<file path="config.mk">
export PLATFORM = sky130hd
export DESIGN_NAME = pc_fetch_unit
export DESIGN_NICKNAME = d
export VERILOG_FILES = /design/src/rtl/pc_fetch_unit.sv
export SDC_FILE = /design/constraint.sdc
export NUM_CORES = 1
export LEC_CHECK = 0
export ABC_AREA = 1
export CAP_MARGIN = 20
export CELL_PAD_IN_SITES_DETAIL_PLACEMENT = 0
export CELL_PAD_IN_SITES_GLOBAL_PLACEMENT = 1
export CORE_UTILIZATION = 39
export CTS_BUF_LIST = sky130_fd_sc_hd__clkbuf_16
export DETAILED_ROUTE_END_ITERATION = 6
export GPL_TIMING_DRIVEN = 1
export HOLD_SLACK_MARGIN = 0.06
export PLACE_DENSITY = 0.9
export SETUP_SLACK_MARGIN = 0.15
export SYNTH_ARGS = -nofsm -noshare
export SYNTH_HDL_FRONTEND = slang
export SYNTH_SLANG_ARGS = --single-unit
</file>
<file path="constraint.sdc">
create_clock -name clk -period 2.14 [get_ports clk]
set_input_delay 0.428 -clock clk [delete_from_list [all_inputs] [get_ports clk]]
set_output_delay 0.428 -clock clk [all_outputs]
set_load 0.005 [all_outputs]
</file>
<file path="src/rtl/pc_fetch_unit.sv">
// Fetch-stage PC unit: imem req/ack handshake, redirect flush,
// and a one-entry skid buffer for responses arriving under stall.
module pc_fetch_unit #(
  parameter logic [31:0] RESET_PC = 32'h0000_0000,
  parameter logic [31:0] NOP_INST = 32'h0000_0013
) (
  input  logic        clk,
  input  logic        rst,
  input  logic        branch_taken,
  input  logic        jump,
  input  logic [31:0] target_addr,
  input  logic        stall,
  output logic        imem_req,
  output logic [31:0] imem_addr,
  input  logic        imem_ack,
  input  logic [31:0] imem_rdata,
  output logic [31:0] inst_out,
  output logic [31:0] pc_out,
  output logic        inst_valid,
  output logic        flush,
  output logic        misaligned
);

  typedef enum logic [1:0] {
    IDLE,
    REQ,
    HOLD,
    DROP
  } state_e;

  state_e      state_q, state_d;
  logic [31:0] pc_q, pc_d;
  logic [31:0] old_addr_q, old_addr_d;
  logic [31:0] skid_q, skid_d;
  logic [31:0] skid_pc_q, skid_pc_d;
  logic [31:0] inst_q, inst_d;
  logic [31:0] pc_out_q, pc_out_d;
  logic        valid_q, valid_d;
  logic        flush_q, flush_d;
  logic        mis_q, mis_d;

  logic        redirect;
  logic [31:0] tgt_aligned;
  logic [31:0] pc_inc;

  assign redirect    = branch_taken | jump;
  assign tgt_aligned = {target_addr[31:2], 2'b00};
  assign pc_inc      = pc_q + 32'd4;

  always_comb begin
    state_d    = state_q;
    pc_d       = pc_q;
    old_addr_d = old_addr_q;
    skid_d     = skid_q;
    skid_pc_d  = skid_pc_q;
    inst_d     = inst_q;
    pc_out_d   = pc_out_q;
    valid_d    = valid_q;
    flush_d    = 1'b0;
    mis_d      = 1'b0;

    // Redirect wins over stall and over any same-cycle response.
    if (redirect) begin
      pc_d    = tgt_aligned;
      flush_d = 1'b1;
      mis_d   = |target_addr[1:0];
      valid_d = 1'b0;
    end

    unique case (state_q)
      IDLE: begin
        state_d = REQ;
      end
      REQ: begin
        unique case (1'b1)
          redirect && !imem_ack: begin
            old_addr_d = pc_q;
            state_d    = DROP;
          end
          redirect && imem_ack: begin
            state_d = REQ;
          end
          !redirect && imem_ack && stall: begin
            skid_d    = imem_rdata;
            skid_pc_d = pc_q;
            pc_d      = pc_inc;
            state_d   = HOLD;
          end
          !redirect && imem_ack && !stall: begin
            inst_d   = imem_rdata;
            pc_out_d = pc_q;
            valid_d  = 1'b1;
            pc_d     = pc_inc;
          end
          default: begin
            if (!stall) valid_d = 1'b0;
          end
        endcase
      end
      HOLD: begin
        if (redirect) begin
          state_d = REQ;
        end else if (!stall) begin
          inst_d   = skid_q;
          pc_out_d = skid_pc_q;
          valid_d  = 1'b1;
          state_d  = REQ;
        end
      end
      DROP: begin
        // The abandoned word is never presented.
        valid_d = 1'b0;
        if (imem_ack) state_d = REQ;
      end
      default: begin
        state_d = IDLE;
      end
    endcase
  end

  always_ff @(posedge clk or negedge rst) begin
    if (!rst) begin
      state_q    <= IDLE;
      pc_q       <= RESET_PC;
      old_addr_q <= RESET_PC;
      skid_q     <= NOP_INST;
      skid_pc_q  <= RESET_PC;
      inst_q     <= NOP_INST;
      pc_out_q   <= RESET_PC;
      valid_q    <= 1'b0;
      flush_q    <= 1'b0;
      mis_q      <= 1'b0;
    end else begin
      state_q    <= state_d;
      pc_q       <= pc_d;
      old_addr_q <= old_addr_d;
      skid_q     <= skid_d;
      skid_pc_q  <= skid_pc_d;
      inst_q     <= inst_d;
      pc_out_q   <= pc_out_d;
      valid_q    <= valid_d;
      flush_q    <= flush_d;
      mis_q      <= mis_d;
    end
  end

  assign imem_req   = (state_q == REQ) || (state_q == DROP);
  assign imem_addr  = (state_q == DROP) ? old_addr_q : pc_q;
  assign inst_out   = inst_q;
  assign pc_out     = pc_out_q;
  assign inst_valid = valid_q;
  assign flush      = flush_q;
  assign misaligned = mis_q;

endmodule
</file>
* After elaboration in Yosys (flattened, before gate mapping)
Index checks and enable logic that the tools add are counted.
Word-level totals: register bits after elaboration 197, bits in latches 0, RAM bits 0, ROM bits 0, bits of input ports 70, memories kept 0
Cells by class: add/sub/neg operators 1, multipliers 0, divide/modulo/power cells 0, magnitude comparators 0, equality and inequality tests 9, shift operators 0, multiplexer cells 25, bitwise operators 1, reduce and logical (&&, ||, !) cells 18
Operators by type and width (count):
- $mux W32 | 10
- $pmux W32 S2 | 2
- $add A32 B3 Y32 const B | 1
- $ne A2 B2 Y1 const B | 4
- $pmux W2 S4 | 1
- $mux W1 | 6
- $mux W2 | 3
- $pmux W2 S3 | 1
- $logic_and A1 B1 Y1 | 5
- $eq A2 B2 Y1 const B | 2
- $ne A4 B4 Y1 const B | 1
- $reduce_and A2 Y1 | 2
- $reduce_and A4 Y1 | 1
- $reduce_or A2 Y1 | 2
- $logic_not A1 Y1 | 3
- $ne A3 B3 Y1 const B | 1
- $pmux W1 S3 | 1
- $reduce_and A3 Y1 | 1
- $reduce_or A3 Y1 | 1
- $eq A2 B1 Y1 const B | 1
- $logic_not A2 Y1 | 1
- $pmux W1 S2 | 1
- $reduce_bool A2 Y1 | 1
- $logic_or A1 B1 Y1 | 1
- $or A1 B1 Y1 | 1

* Depth between registers and ports, before layout
word-level depth 7, gate-level depth with buffers 11, mapped depth without buffers 10

* Worst setup path after synthesis
OpenSTA, ideal clock, no wires.
path type register -> output, start point register state_q[0], end point output imem_addr[23], arrival time 1.257 ns, required time 1.712 ns, slack 0.455 ns, stages on the path, launching flop included 6, buffers on the path 2, cells stage by stage dfrtp_1 nand2_1 clkbuf_1 clkbuf_1 nor2_1 a21oi_1
Between the ends: longest elaborated chain between the ends 2
Ends and longest elaborated chain:
- start, declared | line 31 | state_e state_q, state_d;
- start signal, assigned | line 134 | state_q <= state_d;
- $eq A2 B2 Y1 | line 148 | assign imem_addr = (state_q == DROP) ? old_addr_q : pc_q;
- $mux W32 | line 148
- end, declared | line 14 | output logic [31:0] imem_addr,
No other way between the ends.

* Worst setup path after layout
start point register state_q[1], end point output imem_addr[16]
The elaborated chain is that of the path after synthesis.

==> metrics.cfg <==
[status]
run_status = completed

[power]
ir_worst_vdd_uv = 547.1
p_leak_nw = 5.631
report.power.total_w = 0.01454
cellPowerDensity_mw_per_mm2 = 1138

[logic_synthesis]
syn_avg_cell_area_um2 = 7.838
ys_types = 28
mappedNetlistNets = 1292
count_of_warnings_emitted_by_yosys = 0
postSynthRegisterBits = 197
synth_seq_area_share_pct = 51.59
syn_inst = 1221
synth_area_mm2 = 0.009570

[timing]
finalWorstPathRequiredPeriod_ps = 2104
fin_setup_tns_ps = 0
setup_repair_after_global_routing_missed_its_margin = true
peak_clock_frequency_supported_by_timing_mhz = 475.2
final-setup-viol-count = 0
fin_skew_ps = 9.942
timing.final.ws_setup_ps = 35.73
finalMaxSlewViolations = 0
report.final.hold_viol_count = 0
whs_ps = 465.5
timing.final.crit_share_pct = 98.33
relSlewSlack_pct = 67.16
timing_worst_slew_pin_value_ps = 492.5

[setup_path]
cp.depth = 7
setup.worst_path.start_class = flop
timing.critical_path.arrival_ps = 1680
worst-r2r-cell-count = 9
ff2ff_setup_slack_ps = 280
crit_path_cell_trace = nand2_4, buf_8, buf_12, buf_16, buf_6, a21oi_2, buf_2
timing.critical_path.fanout_max = 6
rr_startpoint = state_q[0]
crit_path_top_delay_cell = dfrtp_1
regToRegEndpoint = inst_out[26]
crit_family = buffers and inverters
setup.worst_path.start = state_q[1]
crit_type = flop to output pin
timing.critical_path.slowest_cell_delay_ps = 420
crit_path_end_kind = output pin
worstPathBufferInverterCount = 5
cp-endpoint = imem_addr[16]
worstPathRequired_ps = 1710

[routing]
initialDrtViolationCount = 698
route.detailed.wl_per_inst_um = 15.08
firstDrtPassIters = 7
vias_per_cell = 4.970
via_count = 8549
detail_route.drc_violations = 0
ant_nets = 0
finalWirelength_um = 25940

[cts]
h-tree-depth = 4
clk_pin_slew_worst_paths_ps = 80
cts_inserted_buffers = 17
cts-root-buf = clkbuf_16
clkSinkCount = 197
clk-insertion-delay-late_ps = 440
cts_max_path_buffers = 2
cts_tree = yes

[cells_and_area]
area.growth.synth_to_final_pct = 33.44
finish.net_count = 1459
drive_gt1_share_pct = 14.85
antennaDiodeCount = 0

[place]
place.port_buffers = 169
detailedPlace.worstSlack_ps = 16.82
finalWeightedCongestion = 0.8710
place.detailed.hpwl_um = 17280

[global_route]
grt_first_pass_wirelength_um = 41660
first_global_vias = 8111
grt_max_degree = 130
antenna_found_initial = 0
grt_remaining_overflow = 0
combined_global_route_utilization_of_all_metal_layers_pct = 21.39

[die]
die_height_um = 158.7
die_w_um = 158.7
core.rowCount = 56
boundaryPins = 170
placeableCoreArea_mm2 = 0.02375
die-area_mm2 = 0.02517
initial_core_util_pct = 40.29

[worst_hold_path]
hp_class = input pin to async pin

[flow_run]
maxCapViolations = 0

[Yosys cell counts]
| master | instances | share of area [%] |
|---|---|---|
| inv_1 | 114 | 4.5 |
| dfstp_2 | 6 | 1.6 |
| a311oi_1 | 1 | 0.092 |
| a31o_2 | 1 | 0.092 |
| a21oi_1 | 103 | 5.4 |
| xor2_1 | 6 | 0.55 |
| nor2_2 | 2 | 0.13 |
| o22ai_1 | 3 | 0.20 |
| o21ai_2 | 20 | 1.8 |
| buf_4 | 4 | 0.31 |
| dfrtp_1 | 191 | 50 |
| ha_1 | 1 | 0.13 |
| o21bai_1 | 1 | 0.078 |
| buf_6 | 11 | 1.3 |
| clkbuf_1 | 31 | 1.2 |
| o21ai_0 | 145 | 7.6 |
| nand2_1 | 329 | 13 |
| a31oi_1 | 3 | 0.20 |
| buf_1 | 2 | 0.078 |
| nor2_1 | 159 | 6.2 |
| nand3_1 | 19 | 0.99 |
| o21ai_1 | 2 | 0.10 |
| inv_2 | 3 | 0.12 |
| nand3b_1 | 2 | 0.16 |
| nor3_1 | 1 | 0.052 |
| buf_2 | 22 | 1.2 |
| o211ai_1 | 11 | 0.86 |
| o21a_1 | 28 | 2.2 |
[cell families after synthesis]
kind of cell / count (synthesis) / share of synthesized area, %
compound gates: 318 / 18.62
xor+xnor: 6 / 0.5491
fa+ha+maj: 1 / 0.1307
buf+inv: 187 / 8.642
flops: 197 / 51.59
simple gates: 512 / 20.47
[stage by stage]
stage | utilization [%] | cells | area [um^2]
global placement | 49.10 | 1666 | 11660
finish | 53.77 | 1720 | 12770
global route | 53.77 | 1720 | 12770
CTS | 53.37 | 1719 | 12680
detailed placement | 49.10 | 1666 | 11660
floorplan | - | 1221 | 9570
[sequential cells by signal, summed over array words and instances (netlist names)]
register / flops
flush: 1
inst_out: 32
inst_valid: 1
misaligned: 1
old_addr_q: 32
pc_out: 32
pc_q: 32
skid_pc_q: 32
skid_q: 32
state_q: 2
[worst min path at each step]
stage                     from    endpoint  slack, ps  cells after the start
after floorplan            rst       flush        130                      0
after global placement     rst  skid_q[15]        390                      1
after detailed placement   rst  skid_q[15]        390                      1
after CTS                  rst  skid_q[15]        480                      2
after global routing       rst  skid_q[15]        490                      2
final                      rst  skid_q[15]        470                      2
[layout make-up]
| cell class | count | area (um^2) |
|---|---|---|
| sequential | 197 | 4937 |
| clock inverter | 15 | 167.7 |
| tap | 319 | 399.1 |
| timing repair buffer | 218 | 2260 |
| fill | 2174 | 10980 |
| clock buffer | 17 | 425.4 |
| multi-input combinational | 837 | 4143 |
| inverter | 117 | 439.2 |
[placed cells by master, fill, tap and decap left out, drive strengths merged, types with 3 or more instances in the layout]
master | Yosys | routed
nand2 | 329 | 329
dfrtp | 191 | 191
o21ai | 167 | 167
nor2 | 161 | 161
clkdlybuf4s50 | 0 | 135
inv | 117 | 126
a21oi | 103 | 103
buf | 39 | 80
o21a | 28 | 28
nand3 | 19 | 19
clkbuf | 31 | 18
o211ai | 11 | 11
xor2 | 6 | 6
dfstp | 6 | 6
o22ai | 3 | 3
a31oi | 3 | 3
clkinv | 0 | 3
[per-layer routing]
| layer | vias to the layer above | wire, um | track usage, % |
|---|---|---|---|
| li1 | 4241 | - | - |
| met1 | 4015 | 12300 | 30.44 |
| met2 | 269 | 11570 | 32.83 |
| met3 | 24 | 1645 | 4.328 |
| met4 | 0 | 422 | 6.181 |
| met5 | - | 0 | 0 |
[power breakdown]
part	switching (W)	internal, W	total [W]
sequential	0.000865	0.00518	0.00604
clock	0.00158	0.00167	0.00325
combinational	0.00243	0.00282	0.00525
total	0.00487	0.00966	0.0145
[repair_timing]
item	in CTS	in global routing
resized for setup	207	25
endpoints found under the hold margin	37	0
pin swaps	26	10
hold buffers	1	0
gates cloned	5	0
setup endpoints to repair	32	37
buffers inserted	15	1
No activity file was read; power rests on OpenSTA's default activity.
